<file path="src/rtl/condicionador_entradas.sv">
// Input conditioning for the memory game: 2-FF synchronizers, per-channel debounce,
// single-button press FSM and start-button edge pulse. Macro CONDICIONADOR_DEBOUNCE_EN enables the debounce counters.
module condicionador_entradas #(
    parameter int N_DEBOUNCE = 50000,
    parameter int CONT_W     = 16
) (
    input  logic       clock,
    input  logic       reset,
    input  logic [3:0] botoes_brutos,
    input  logic       jogar_bruto,
    output logic [3:0] botoes,
    output logic       botao_pulso,
    output logic       jogar,
    output logic       multiplo,
    output logic [1:0] db_estado
);

    typedef enum logic [1:0] {
        LIVRE       = 2'd0,
        PRESSIONADO = 2'd1,
        INVALIDO    = 2'd2
    } estado_t;

    // Channel 4 is the start button; channels 3..0 are the colour buttons.
    logic [4:0] meta_reg;
    logic [4:0] sync_reg;
    logic [4:0] est;

    always_ff @(posedge clock or posedge reset) begin
        if (reset) begin
            meta_reg <= '0;
            sync_reg <= '0;
        end else begin
            meta_reg <= {jogar_bruto, botoes_brutos};
            sync_reg <= meta_reg;
        end
    end

    genvar gi;
    generate
        for (gi = 0; gi < 5; gi++) begin : g_db
            logic est_reg;
`ifdef CONDICIONADOR_DEBOUNCE_EN
            logic [CONT_W-1:0] cnt_reg;

            always_ff @(posedge clock or posedge reset) begin
                if (reset) begin
                    est_reg <= 1'b0;
                    cnt_reg <= '0;
                end else if (sync_reg[gi] == est_reg) begin
                    cnt_reg <= '0;
                end else if (cnt_reg == CONT_W'(N_DEBOUNCE - 1)) begin
                    est_reg <= sync_reg[gi];
                    cnt_reg <= '0;
                end else begin
                    cnt_reg <= cnt_reg + 1'b1;
                end
            end
`else
            always_ff @(posedge clock or posedge reset) begin
                if (reset) begin
                    est_reg <= 1'b0;
                end else begin
                    est_reg <= sync_reg[gi];
                end
            end
`endif
            assign est[gi] = est_reg;
        end
    endgenerate

`ifndef CONDICIONADOR_DEBOUNCE_EN
    localparam int cfg_unused = N_DEBOUNCE + CONT_W;
`endif

    logic [3:0] est_b;
    logic       est_j;
    logic       one_hot;

    assign est_b   = est[3:0];
    assign est_j   = est[4];
    assign one_hot = (est_b != 4'd0) && ((est_b & (est_b - 4'd1)) == 4'd0);

    estado_t    state_reg, state_next;
    logic [3:0] latched_reg, latched_next;
    logic [3:0] botoes_reg, botoes_next;
    logic       pulso_reg, pulso_next;
    logic       multiplo_reg;
    logic       est_j_prev_reg;
    logic       jogar_reg;

    always_ff @(posedge clock or posedge reset) begin
        if (reset) begin
            state_reg      <= LIVRE;
            latched_reg    <= '0;
            botoes_reg     <= '0;
            pulso_reg      <= 1'b0;
            multiplo_reg   <= 1'b0;
            est_j_prev_reg <= 1'b0;
            jogar_reg      <= 1'b0;
        end else begin
            state_reg      <= state_next;
            latched_reg    <= latched_next;
            botoes_reg     <= botoes_next;
            pulso_reg      <= pulso_next;
            multiplo_reg   <= (state_next == INVALIDO);
            est_j_prev_reg <= est_j;
            jogar_reg      <= est_j & ~est_j_prev_reg;
        end
    end

    always_comb begin
        state_next   = state_reg;
        latched_next = latched_reg;
        botoes_next  = botoes_reg;
        pulso_next   = 1'b0;
        case (state_reg)
            LIVRE: begin
                if (one_hot) begin
                    state_next   = PRESSIONADO;
                    latched_next = est_b;
                    botoes_next  = est_b;
                    pulso_next   = 1'b1;
                end else if (est_b != 4'd0) begin
                    state_next = INVALIDO;
                end
            end
            PRESSIONADO: begin
                if (est_b == 4'd0) begin
                    state_next  = LIVRE;
                    botoes_next = 4'd0;
                end else if (est_b != latched_reg) begin
                    // Any extra or swapped button voids the press until full release.
                    state_next  = INVALIDO;
                    botoes_next = 4'd0;
                end
            end
            INVALIDO: begin
                if (est_b == 4'd0) begin
                    state_next = LIVRE;
                end
            end
            default: begin
                state_next  = LIVRE;
                botoes_next = 4'd0;
            end
        endcase
    end

    assign botoes      = botoes_reg;
    assign botao_pulso = pulso_reg;
    assign jogar       = jogar_reg;
    assign multiplo    = multiplo_reg;
    assign db_estado   = state_reg;

endmodule

</file>
<file path="config.mk">
export PLATFORM = sky130hd
export DESIGN_NAME = condicionador_entradas
export DESIGN_NICKNAME = d
export VERILOG_FILES = /design/src/rtl/condicionador_entradas.sv
export SDC_FILE = /design/constraint.sdc
export NUM_CORES = 1
export LEC_CHECK = 0
export ABC_AREA = 1
export BUFFER_PORTS_ARGS = -buffer_cell sky130_fd_sc_hd__buf_4
export CAP_MARGIN = 20
export CORE_MARGIN = 2
export CORE_UTILIZATION = 45
export CTS_CLUSTER_DIAMETER = 200
export DETAILED_ROUTE_END_ITERATION = 8
export GPL_ROUTABILITY_DRIVEN = 1
export GPL_TIMING_DRIVEN = 0
export MAX_ROUTING_LAYER = met4
export PLACE_DENSITY_LB_ADDON = 0.2
export SYNTH_ARGS = -nofsm -noshare
export SYNTH_HDL_FRONTEND = slang
export SYNTH_SLANG_ARGS = --single-unit
</file>
<file path="constraint.sdc">
create_clock -name clock -period 1.39 [get_ports clock]
set_input_delay 0.0695 -clock clock [delete_from_list [all_inputs] [get_ports clock]]
set_output_delay 0.0695 -clock clock [all_outputs]
set_load 0.005 [all_outputs]
</file>
==> summary.md, run 1 <==
| Metric | Value |
|---|---|
| Status | `finished, final reports clean` |
| Detailed-route DRC error count | `0` |
| Die height | `51.8 microns` |
| Ys Warns | `0` |
| Mapped Cells | `95` |
| Crit path cell chain | `nor2_2 > nand2_1 > nand2_2 > nand3_4 > nor2_8 > buf_6 > nand2_1 > o21ai_1` |
| Worst Skew | `0.00663 ns` |
| Peak VDD IR | `944 uV` |
| TritonCTS clock tree | `built` |
| CP required | `1.64 ns` |
| Number of global-route vias before repair | `702` |
| Cell Area, Synth | `1030 sq um` |
| Starting Density | `0.469` |
| Layout cells sized above 1 | `0.267` |
| Total track usage | `0.161` |
| Synth Register Bits | `29` |
| Clock Path Buffers | `2` |
| # Max-Cap Violations | `0` |
| R2R Setup Slk | `0.09 ns` |
| Pin count of the biggest net entering global routing | `30` |
| Setup violators final | `0` |
| Final Max Slew Viols | `0` |
| Arrival time at the worst endpoint | `1.55 ns` |
| Worst-margin pin slew | `0.361 ns` |
| Die W | `51.8 microns` |
| RR Endpoint | `latched_reg[0]$_DFFE_PP0P_` |
| Dpl hpwl | `1070 microns` |
| Leakage | `0.000712 uW` |
| Clock root cell | `clkbuf_4` |
| RePlAce Congestion | `0.808` |
| Slew margin rel. | `0.759` |
| Nets@finish | `137` |
| Post-synth top area share | `0.706` |
| Synth area leader | `dfrtp_1` |
| Initial antenna violation count | `0` |
| Die Area | `2680 sq um` |
| H-tree Lvls | `2` |
| Area post-placement | `1180 sq um` |
| R2r startpoint | `g_db[2].est_reg$_DFF_PP0_` |
| Syn avg cell area | `10.8 sq um` |
| Register area share after synthesis | `0.706` |
| CP max stage delay | `0.42 ns` |
| Clock slew at reported path FFs | `0.08 ns` |
| Count of input and output buffers | `15` |
| Sink Count | `29` |
| Clock Latency Late Sink | `0.32 ns` |
| DR pass1 iterations | `4` |
| Worst Setup Start Kind | `flip-flop` |
| Crit path capture type | `flip-flop` |
| Max Clk Rate | `766 MHz` |
| Vias per inst | `4.61` |
| CP most frequent cell | `nand2_1` |
| DRT antenna net count | `0` |
| Total gr overflow | `0` |
| Power per Cell Area | `1580 nW/um^2` |
| Core ar. | `2190 sq um` |
| Critical path's slowest cell | `dfrtp_1` |
| Post-route cell area | `1370 sq um` |
| Area delta synth->final | `32.8%` |
| Worst-path fanout max | `6` |
| IO Count | `16` |
| Routed via count | `733` |
| DR iter-0 viols | `6` |
| ANT cells | `0` |
| FP Rows | `17` |
| CP bufs+invs | `1` |
| WHS | `0.275 ns` |
| FF-to-FF path depth | `8` |
| Final WL | `1660 microns` |
| Count of cell types in the netlist | `12` |
| Worst hold path type | `in -> async` |
| Hold Vio Cnt, Final | `0` |
| Routed length per instance | `10.4 microns` |
| Largest cells by area after synthesis | `dfrtp_1 (71%), nand2_1 (12%), inv_1 (4.4%), nor2_1 (2.2%), nand3_1 (1.9%)` |
| Period utilization | `0.939` |
| CP delay by family, top | `simple AND/OR/NAND/NOR gates` |
| First-pass GRT wire length | `2770 microns` |
| Total CTS buffers | `5` |
| Syn Nets | `102` |
| Kind of critical path | `reg -> reg` |
| Post-layout min period | `1.30 ns` |
how the worst max path moves through the flow:
stage	startpoint	endpoint	slack, ns	cells after the start
after global routing	g_db[2].est_reg$_DFF_PP0_	latched_reg[3]$_DFFE_PP0P_	-0.004	8
after global placement	g_db[0].est_reg$_DFF_PP0_	latched_reg[2]$_DFFE_PP0P_	0.12	7
after floorplan	g_db[0].est_reg$_DFF_PP0_	botoes[0]$_DFFE_PP0P_	0.26	8
after CTS	g_db[0].est_reg$_DFF_PP0_	latched_reg[2]$_DFFE_PP0P_	0.02	7
final	g_db[2].est_reg$_DFF_PP0_	latched_reg[0]$_DFFE_PP0P_	0.09	8
after detailed placement	g_db[0].est_reg$_DFF_PP0_	latched_reg[2]$_DFFE_PP0P_	0.05	7
cell usage in the layout, fill, tap and decap left out, drive strengths merged:
cell | synthesis | final
buf | 0 | 22
clkbuf | 0 | 8
dfrtp | 29 | 29
dlygate4sd3 | 0 | 6
inv | 12 | 12
nand2 | 35 | 35
nand3 | 6 | 6
nor2 | 8 | 8
o21ai | 5 | 5
synthesized netlist by cell type:
cell     count
dfrtp_1     29
nor2_1       6
nand2_2      2
nand3_4      1
o21ai_0      2
nand3_1      4
nor2_8       1
inv_1       12
nand2_1     33
o21ai_1      3
nor2_2       1
nand3_2      1
where the power goes:
group	switching, uW	leakage, uW	internal [uW]
registers	101	0.000350	1010
clock network	256	0.0000265	201
logic	291	0.000335	300
worst min-delay path, stage by stage:
cell,delay (ns)
dlygate4sd3_1,0.54
buf_4,0.13
inv_1,0.27
cells by family (layout without fill, tap and decap cells):
kind of cell,after synthesis,after routing,synth area share
flops,29,29,0.706
simple gates,49,49,0.226
buf+inv,12,48,0.0438
compound gates,5,5,0.0243
per-layer routing:
layer  share of wire  wire, microns  track usage
met1            0.40            671        0.131
met2            0.52            856        0.288
met3           0.053             87       0.0776
met4           0.025             42       0.0921
met5               0              0            -
through the flow:
| stage | util | std cells | total power [uW] | TNS (ns) | setup slack (ns) |
|---|---|---|---|---|---|
| 3_3_place_gp | 0.537 | 138 | 1630 | 0 | 0.119 |
| 2_1_floorplan | - | 95 | 1430 | 0 | 0.257 |
| 6_report | 0.624 | 159 | 2160 | 0 | 0.0852 |
| 5_1_grt | 0.624 | 159 | 2340 | -0.00421 | -0.00421 |
| 4_1_cts | 0.582 | 151 | 2140 | 0 | 0.0165 |
| 3_5_place_dp | 0.537 | 138 | 1660 | 0 | 0.0512 |
final cells by class:
| cell class | instances | area, sq um |
|---|---|---|
| Sequential cell | 29 | 726 |
| Multi-Input combinational cell | 54 | 263 |
| Tap cell | 28 | 35.0 |
| Timing Repair Buffer | 28 | 249 |
| Clock buffer | 8 | 48.8 |
| Inverter | 12 | 45.0 |
| Fill cell | 176 | 825 |
repair_timing:
action,CTS,global route
hold buffers,5,1
endpoints found under the hold margin,5,6
buffers inserted,0,6
endpoints found under the setup margin,0,1
gates resized for setup,0,5
(Power assumes the default switching activity.)
==> run 2, diff against run 1 <==
--- a/config.mk
+++ b/config.mk
@@ -15,7 +15,7 @@
 export GPL_ROUTABILITY_DRIVEN = 1
 export GPL_TIMING_DRIVEN = 0
 export MAX_ROUTING_LAYER = met4
-export PLACE_DENSITY_LB_ADDON = 0.2
+export PLACE_DENSITY_LB_ADDON = 0.08
 export SYNTH_ARGS = -nofsm -noshare
 export SYNTH_HDL_FRONTEND = slang
 export SYNTH_SLANG_ARGS = --single-unit
==> run 2 against run 1 <==
Net effect:
- design area down 3.0%
- largest cell class unchanged
- clock skew grew 0.0023 ns
- fmax is 1.5% higher
- critical path depth decreased by 1
- worst setup slack better by 0.019 ns
- combinational power fell by 8.5%
- first-iteration DRC count increased by 100%
- global-route usage decreased by 1.3 points
- non-clock buffer count is 5 lower
- register-to-register slack gained 0.02 ns
==> summary.md, run 2 (same netlist as run 1, synthesis figures left out) <==
| Metric | Value |
|---|---|
| Status | `finished, final reports clean` |
| CP required | `1.63 ns (about the same)` |
| CP max stage delay | `0.44 ns (+0.02 ns)` |
| DP Worst Slack | `0.122 ns (+0.0707 ns)` |
| Hold Vio Cnt, Final | `0 (unchanged)` |
| Combinational share of power | `0.257 (-0.017)` |
| # Max-Cap Violations | `0 (unchanged)` |
| FP Rows | `17 (unchanged)` |
| Worst Setup Start Kind | `flip-flop` |
| Post-route cell area | `1330 sq um (-3.0%)` |
| Total gr overflow | `0 (unchanged)` |
| Post-layout min period | `1.29 ns (-0.0192 ns)` |
| Fill cell count | `197 (+12%)` |
| Worst setup margin | `0.104 ns (+0.0192 ns)` |
| Nets@finish | `132 (-3.6%)` |
| Final WL | `1490 microns (-10%)` |
| Arrival time at the worst endpoint | `1.52 ns (-0.03 ns)` |
| Routed length per instance | `9.68 microns (-7.1%)` |
| Finished Core Util | `0.605 (-0.0188)` |
| First-pass GRT wire length | `2630 microns (-5.2%)` |
| Die height | `51.8 microns (unchanged)` |
| Area post-placement | `1180 sq um (unchanged)` |
| Vias per inst | `4.57 (-0.84%)` |
| Clock share of power | `0.215 (+0.004)` |
| Pin count of the biggest net entering global routing | `30 (unchanged)` |
| Slew margin rel. | `0.632 (-0.127)` |
| Dpl hpwl | `1030 microns (-3.1%)` |
| Core ar. | `2190 sq um (unchanged)` |
| CP delay by family, top | `simple AND/OR/NAND/NOR gates` |
| Peak VDD IR | `939 uV (-0.50%)` |
| Detailed-route DRC error count | `0 (unchanged)` |
| Die Area | `2680 sq um (unchanged)` |
| Crit path capture type | `flip-flop` |
| Hold Path Origin | `sync_reg[3]$_DFF_PP0_` |
| DR pass1 iterations | `4 (unchanged)` |
| Sw Ratio | `0.302 (+0.00197)` |
| Initial antenna violation count | `0 (unchanged)` |
| Clock slew at reported path FFs | `0.09 ns (about the same)` |
| ANT cells | `0 (unchanged)` |
| Worst hold path type | `reg -> reg` |
| RePlAce Congestion | `0.773 (-4.3%)` |
| Period utilization | `0.925 (-0.0138)` |
| R2r startpoint | `g_db[3].est_reg$_DFF_PP0_` |
| IO Count | `16 (unchanged)` |
| Leakage | `0.000692 uW (-2.8%)` |
| Worst-margin pin slew | `0.551 ns (+0.190 ns)` |
| CP startpoint | `g_db[3].est_reg$_DFF_PP0_` |
| Pint | `1470 uW (-2.8%)` |
| Fin cells | `154 (-3.1%)` |
| Clock root cell | `clkbuf_4` |
| DRT antenna net count | `0 (unchanged)` |
| Sequential power share | `0.529 (+0.014)` |
| Area delta synth->final | `28.8%` |
| Crit path cell chain | `nor2_1 > nand2_1 > nand2_2 > nand3_4 > nor2_8 > nand2_1 > o21ai_1` |
| Storage cell area | `726 sq um (unchanged)` |
| CP most frequent cell | `nand2_1` |
| Commonest non-fill, non-tap cell in the layout | `nand2_1` |
| Total track usage | `0.148 (-0.0132)` |
| Critical path's slowest cell | `dfrtp_1` |
| NetSw | `636 uW (-1.9%)` |
| Setup TNS | `0 ns (unchanged)` |
| Kind of critical path | `reg -> reg` |
| Final Max Slew Viols | `0 (unchanged)` |
| Die W | `51.8 microns (unchanged)` |
| Footprint of the multi-input gates | `260 sq um (-0.95%)` |
| Max Clk Rate | `778 MHz (+1.5%)` |
| Clock Latency Late Sink | `0.31 ns (about the same)` |
| Setup violators final | `0 (unchanged)` |
| Layout cells sized above 1 | `0.246 (-0.0211)` |
| Post-Place Cells | `138 (unchanged)` |
| Number of global-route vias before repair | `657 (-6.4%)` |
| DR iter-0 viols | `12 (+6)` |
| Most frequent cells in the layout | `nand2_1 (33), dfrtp_1 (29), buf_4 (16)` |
| Count of input and output buffers | `15 (unchanged)` |
| Worst Skew | `0.00892 ns (+0.00230 ns)` |
| Power per Cell Area | `1590 nW/um^2 (+0.55%)` |
| Clock Path Buffers | `2 (unchanged)` |
| CP bufs+invs | `0 (-1)` |
| H-tree Lvls | `2 (unchanged)` |
| Starting Density | `0.469 (unchanged)` |
| Total CTS buffers | `5 (unchanged)` |
| Sink Count | `29 (unchanged)` |
| Worst-path fanout max | `9 (+3)` |
| TritonCTS clock tree | `built` |
| Routed via count | `704 (-4.0%)` |
run 2: path summary, 6_finish.rpt:
path | cells past startpoint | slack (ns) | to
worst max-delay path | 7 | 0.10 | latched_reg[3]$_DFFE_PP0P_
worst min-delay path | 0 | 0.35 | g_db[3].est_reg$_DFF_PP0_
worst max register to register | 7 | 0.10 | latched_reg[3]$_DFFE_PP0P_
worst min register to register | 0 | 0.35 | g_db[3].est_reg$_DFF_PP0_
max in group asynchronous | 4 | 0.56 | meta_reg[4]$_DFF_PP0_
min in group asynchronous | 3 | 0.36 | latched_reg[1]$_DFFE_PP0P_
run 2: power groups by stage:
stage / logic [uW] / clock network [uW] / registers, uW
finish: 541 / 453 / 1110
global route: 632 / 516 / 1140
CTS: 535 / 480 / 1120
detailed placement: 522 / 0 / 1130
global placement: 513 / 0 / 1120
floorplan: 307 / 0 / 1120
run 2: layout make-up:
class	instances	area share
clock buffer	6	0.0312
inverter	12	0.0340
timing repair buffer	23	0.157
multi-input combinational	54	0.196
tap	28	0.0264
clock inverter	2	0.00755
sequential	29	0.548
run 2: routing by layer:
metal / vias to the layer above / routed length (microns) / track usage
met4: 0 / 39 / 0.0921
met1: 329 / 640 / 0.157
met3: 6 / 74 / 0.0776
met5: - / 0 / -
met2: 21 / 736 / 0.216
li1: 348 / - / -
run 2: through the flow:
step / hold slack, ns / power, uW
finish: 0.349 / 2110
global route: 0.361 / 2290
CTS: 0.0358 / 2130
detailed placement: 0.180 / 1660
global placement: 0.179 / 1630
floorplan: 0.101 / 1430
run 2: repair_timing:
action / in CTS / in global routing
buffers inserted: 0 / 1
hold buffers: 5 / 1
hold endpoints to repair: 5 / 12
resized for setup: 0 / 1
setup endpoints to repair: 0 / 6
